$ cat src/rtl/softmax_pkg.sv
// Shared definitions for the softmax datapath stages: FSM state encoding
// for the max-reduction sequencer and FP32 constants.
package softmax_pkg;

  localparam int FP32_W = 32;
  localparam logic [FP32_W-1:0] FP32_NEG_INF = 32'hFF80_0000;

  typedef enum logic [1:0] {
    IDLE  = 2'd0,
    FETCH = 2'd1,
    DRAIN = 2'd2,
    DONE  = 2'd3
  } seq_state_e;

endpackage

$ cat src/rtl/fp32_gt_cmp.sv
// Combinational FP32 "a strictly greater than b" comparator.
// Uses sign-magnitude ordering with +0 and -0 treated as equal.
// NaN operands are not handled and give an arbitrary but defined result.
module fp32_gt_cmp
  import softmax_pkg::*;
(
  input  logic [FP32_W-1:0] a,
  input  logic [FP32_W-1:0] b,
  output logic              a_gt_b
);

  logic bothZero;

  // Order by sign first, then by magnitude (reversed when both are negative)
  always_comb begin
    bothZero = (a[FP32_W-2:0] == '0) && (b[FP32_W-2:0] == '0);
    a_gt_b   = 1'b0;
    if (bothZero) begin
      a_gt_b = 1'b0;
    end else if (a[FP32_W-1] != b[FP32_W-1]) begin
      a_gt_b = ~a[FP32_W-1];
    end else if (!a[FP32_W-1]) begin
      a_gt_b = (a[FP32_W-2:0] > b[FP32_W-2:0]);
    end else begin
      a_gt_b = (a[FP32_W-2:0] < b[FP32_W-2:0]);
    end
  end

endmodule

$ cat src/rtl/softmax_max_sequencer.sv
// Softmax max-reduction sequencer: streams N FP32 logits from the logit
// buffer, folds them into a running maximum and offers the result to the
// subtract/exp stage with a valid/ready handshake.
// Optional feature macro: SOFTMAX_MAX_IDX_EN adds the max_idx (argmax) port.
module softmax_max_sequencer
  import softmax_pkg::*;
#(
  parameter int N      = 10,
  parameter int ADDR_W = $clog2(N)
) (
  input  logic              clk,
  input  logic              rst_n,
  input  logic              start,
  output logic              busy,
  output logic              rd_en,
  output logic [ADDR_W-1:0] rd_addr,
  input  logic [FP32_W-1:0] rd_data,
  output logic              out_valid,
  input  logic              out_ready,
`ifdef SOFTMAX_MAX_IDX_EN
  output logic [ADDR_W-1:0] max_idx,
`endif
  output logic [FP32_W-1:0] max_val
);

  localparam logic [ADDR_W-1:0] LAST_ADDR = ADDR_W'(N - 1);

  seq_state_e        state_q, state_d;
  logic [ADDR_W-1:0] addr_q, addr_d;
  logic              rdEnDly_q;
  logic [ADDR_W-1:0] rdIdxDly_q;
  logic [FP32_W-1:0] acc_q, acc_d;
  logic [FP32_W-1:0] maxVal_q, maxVal_d;
  logic              lastAddr;
  logic              newGt;
  logic              takeNew;
`ifdef SOFTMAX_MAX_IDX_EN
  logic [ADDR_W-1:0] accIdx_q, accIdx_d;
  logic [ADDR_W-1:0] maxIdx_q, maxIdx_d;
`endif

  assign lastAddr = (addr_q == LAST_ADDR);

  fp32_gt_cmp u_cmp (
    .a      (rd_data),
    .b      (acc_q),
    .a_gt_b (newGt)
  );

  // FSM state register
  always_ff @(posedge clk or negedge rst_n) begin
    if (!rst_n) begin
      state_q <= IDLE;
    end else begin
      state_q <= state_d;
    end
  end

  // FSM next-state logic; start outside IDLE is simply dropped
  always_comb begin
    state_d = state_q;
    unique case (state_q)
      IDLE:    if (start) state_d = FETCH;
      FETCH:   if (lastAddr) state_d = DRAIN;
      DRAIN:   state_d = DONE;
      DONE:    if (out_ready) state_d = IDLE;
      default: state_d = IDLE;
    endcase
  end

  // FSM outputs decoded directly from the registered state
  always_comb begin
    busy      = (state_q != IDLE);
    rd_en     = (state_q == FETCH);
    out_valid = (state_q == DONE);
    rd_addr   = addr_q;
  end

  // Read address walks 0..N-1 during FETCH and parks at 0 otherwise
  always_comb begin
    addr_d = '0;
    if (state_q == FETCH && !lastAddr) begin
      addr_d = addr_q + 1'b1;
    end
  end

  // Fold the returned word into the running max; element 0 always loads,
  // later elements only on strictly greater so the lowest index wins ties
  always_comb begin
    takeNew = rdEnDly_q && ((rdIdxDly_q == '0) || newGt);
    acc_d   = acc_q;
`ifdef SOFTMAX_MAX_IDX_EN
    accIdx_d = accIdx_q;
`endif
    if (takeNew) begin
      acc_d = rd_data;
`ifdef SOFTMAX_MAX_IDX_EN
      accIdx_d = rdIdxDly_q;
`endif
    end else if (state_q == IDLE && start) begin
      acc_d = FP32_NEG_INF;
`ifdef SOFTMAX_MAX_IDX_EN
      accIdx_d = '0;
`endif
    end
  end

  // Publish the final max in DRAIN, folding in the last word the same cycle
  always_comb begin
    maxVal_d = maxVal_q;
`ifdef SOFTMAX_MAX_IDX_EN
    maxIdx_d = maxIdx_q;
`endif
    if (state_q == DRAIN) begin
      maxVal_d = acc_d;
`ifdef SOFTMAX_MAX_IDX_EN
      maxIdx_d = accIdx_d;
`endif
    end
  end

  // Datapath registers: address counter, read-return tracking, max state
  always_ff @(posedge clk or negedge rst_n) begin
    if (!rst_n) begin
      addr_q     <= '0;
      rdEnDly_q  <= 1'b0;
      rdIdxDly_q <= '0;
      acc_q      <= FP32_NEG_INF;
      maxVal_q   <= '0;
`ifdef SOFTMAX_MAX_IDX_EN
      accIdx_q   <= '0;
      maxIdx_q   <= '0;
`endif
    end else begin
      addr_q     <= addr_d;
      rdEnDly_q  <= rd_en;
      rdIdxDly_q <= addr_q;
      acc_q      <= acc_d;
      maxVal_q   <= maxVal_d;
`ifdef SOFTMAX_MAX_IDX_EN
      accIdx_q   <= accIdx_d;
      maxIdx_q   <= maxIdx_d;
`endif
    end
  end

  assign max_val = maxVal_q;
`ifdef SOFTMAX_MAX_IDX_EN
  assign max_idx = maxIdx_q;
`endif

endmodule
$ cat config.mk
export PLATFORM = sky130hd
export DESIGN_NAME = softmax_max_sequencer
export DESIGN_NICKNAME = d
export VERILOG_FILES = /design/src/rtl/softmax_pkg.sv /design/src/rtl/fp32_gt_cmp.sv /design/src/rtl/softmax_max_sequencer.sv
export SDC_FILE = /design/constraint.sdc
export NUM_CORES = 1
export LEC_CHECK = 0
export ABC_CLOCK_PERIOD_IN_PS = 5200
export CAP_MARGIN = 20
export CORE_MARGIN = 2
export CORE_UTILIZATION = 45
export CTS_BUF_LIST = sky130_fd_sc_hd__clkbuf_8 sky130_fd_sc_hd__clkbuf_16
export DETAILED_ROUTE_END_ITERATION = 8
export GPL_ROUTABILITY_DRIVEN = 0
export PLACE_DENSITY = 0.81
export SLEW_MARGIN = 20
export SYNTH_ARGS = -nofsm -noshare
export SYNTH_HDL_FRONTEND = slang
export SYNTH_HIERARCHICAL = 1
export SYNTH_SLANG_ARGS = --single-unit
export TNS_END_PERCENT = 20
$ cat constraint.sdc
create_clock -name clk -period 5.2 [get_ports clk]
set_clock_uncertainty 0.15 [all_clocks]
set_input_delay 1.56 -clock clk [delete_from_list [all_inputs] [get_ports clk]]
set_output_delay 1.56 -clock clk [all_outputs]
set_load 0.02 [all_outputs]
==> metrics.yaml <==
most-common-layout-cells: "73 x clkdlybuf4s50_1, 66 x dfrtp_1, 47 x inv_1"
worstPathRequired_ns: 5.25
area_growth_pct: 24.4
drt.antenna.violating_nets: 0
synth.net_count: 506
hold_buffers: 0
max_freq_ghz: 0.222
p_per_area_nw_per_um2: 573
cts_tree: "yes"
slew_headroom: 0.367
max_stage_delay_ns: 0.54
drive_above_1_share: 0.156
ys_top_cells_by_area: "dfrtp_1 37%, ha_1 11%, dfstp_2 5.3%"
yosysSeqAreaShare: 0.419
cp_max_fo: 5
port_buffers: 74
crit_path_start_kind: "input port"
wl_met2_um: 5500
clk_latency_ns: 0.36
gr-total-overflow: 0
p_leak_nw: 2.61
rows: 36
clockBufferDepth: 2
met3_wirelength_um: 702
synthArstFlopShare: 1.00
cp_top_family: "compound AO/OA/AOI/OAI gates"
die_x_um: 104
cts_setup_buffers: 0
dieArea_um2: 10800
dp_hpwl_um: 8300
grt_usage: 0.222
coreArea_um2: 9730
cts_made_buffers: 9
dp_slack_ns: 0.381
dr.pass1.iters: 6
antenna_found_initial: 0
final_max_slew_viol_count: 0
avgSynthCellArea_um2: 10.4
crit_arrival_ns: 4.56
fin_ws_ns: 0.688
synth_edf_count: 0
dr.first_iter.drc_count: 323
hold_viol: 0
placed_cells: 622
setup_viol: 0
ys.flop_type: "dfrtp_1"
highest-signal-layer: "met4"
grt_pass1_wl_um: 19600
synth_cell_types: 42
num_io_pins: 75
wl_met1_um: 5160
finalCritPeriodShare: 0.868
fin_tns_setup_ns: 0
hp-class: "flop to flop"
post_cts_resized: 0
drc_errors: 0
grt_pass1_vias: 3885
layout.nets: 574
wire_per_inst_um: 18.3
clockRootBuffer: "clkbuf_8"
synth_top_cell_by_area: "dfrtp_1"
end_kind: "flop"
status: "finished, final reports clean"
initial_core_util: 0.463
period_minus_slack_ns: 4.51
grt_max_degree: 76
critPathKind: "input port to flop"
vdd_drop_max_uv: 271
h-tree-depth: 3
cap_violations: 0
netlist.area_leader.share: 0.367
finish.utilization: 0.576
instances_no_fill: 638
crit_buf_inv: 1
path_cells: "clkdlybuf4s50_1 > ha_1 > nand4_1 > nor4_2 > a221oi_2 > o21a_1 > o21ai_2 > mux2_2 > and2_1 > a2111oi_1 > a221oi_1"
cts.sinks: 75
cpMaxStageDelayCell: "a2111oi_1"
n_antenna_cell: 0
synth_seq_cells: 75
vias: 3810
syn_area_um2: 4500
final_common_cell: "clkdlybuf4s50_1"
rsz0062_at_grt: "no"
syn_inst: 432
clk_pin_slew_worst_paths_ns: 0.09
die_h_um: 104
viasPerCell: 5.97
yosysWarnings: 6
wl_um: 11700
tightest_slew_ns: 0.949
area by class of cell:
cell class | instances | area, um2
clock buffers | 9 | 124
clock inverters | 7 | 124
fillers | 835 | 4130
inverters | 47 | 176
multi-input cells | 279 | 2280
flip-flops and latches | 75 | 1890
well taps | 133 | 166
repair buffers | 88 | 841
synthesized netlist by cell type, types with 12 or more instances:
cell type	n
a211oi_1	24
a21bo_2	23
a21o_1	26
a21oi_1	20
a221o_1	23
buf_2	16
clkbuf_1	12
dfrtp_1	66
ha_1	38
inv_1	47
nor2_1	20
nor2b_1	23
nor4_1	15
logic make-up (layout without fill, tap and decap cells):
logic type | after synthesis | count (layout) | share of synthesized area
XOR/XNOR | 2 | 2 | 0.00389
AND/OR/NAND/NOR | 90 | 90 | 0.116
buffers and inverters | 78 | 151 | 0.0744
multiplexers | 3 | 3 | 0.00722
adder cells (fa/ha/maj) | 38 | 38 | 0.106
flip-flops | 75 | 75 | 0.419
AO/OA/AOI/OAI | 146 | 146 | 0.274
worst paths after layout:
kind                                           start                      end  slack [ns]  cells past startpoint
worst min register to register  rd_addr[1]$_DFF_PN0_  rdIdxDly_q[1]$_DFF_PN0_        0.31                      0
worst max register to register   acc_q[30]$_DFF_PN1_  max_val[31]$_DFFE_PN0P_        1.86                     11
max in group asynchronous                      rst_n  max_val[25]$_DFFE_PN0P_        3.01                      2
worst min-delay path            rd_addr[1]$_DFF_PN0_  rdIdxDly_q[1]$_DFF_PN0_        0.31                      0
worst max-delay path                     rd_data[30]  max_val[31]$_DFFE_PN0P_        0.69                     11
min in group asynchronous                      rst_n  max_val[15]$_DFFE_PN0P_        1.28                      2
report_power, final:
group	leakage [nW]	switching [mW]	internal, mW
clock	0.120	0.235	0.323
sequential	0.930	0.153	0.819
combinational	1.56	0.920	0.758
total	2.61	1.31	1.90
registers in the layout, summed over array words and instances (netlist names):
register and count:
acc_q 32, max_val 32, rdEnDly_q 1, rdIdxDly_q 4
rd_addr 4, state_q 2
per-stage QoR:
| step | cell area, um2 | power (mW) | hold slack, ns |
|---|---|---|---|
| after global routing | 5600 | 3.43 | 0.340 |
| after global placement | 5360 | 2.57 | 0.286 |
| after floorplan | 4500 | 2.11 | 0.384 |
| after detailed placement | 5360 | 2.64 | 0.293 |
| final | 5600 | 3.21 | 0.311 |
| after CTS | 5600 | 3.21 | 0.315 |
worst reg2reg max path, cell delays in order, from the launching register on:
cell	delay, ns
dfstp_2	0.57
inv_1	0.05
ha_1	0.31
nand4_1	0.15
nor4_2	0.34
a221oi_2	0.11
o21a_1	0.14
o21ai_2	0.07
mux2_2	0.37
and2_1	0.20
a2111oi_1	0.54
a221oi_1	0.20
per-layer routing:
metal,vias to the layer above,track usage
li1,1736,-
met4,0,0.0888
met1,1884,0.296
met5,-,0
met2,158,0.353
met3,32,0.0457
No activity file was read; power rests on OpenSTA's default activity.
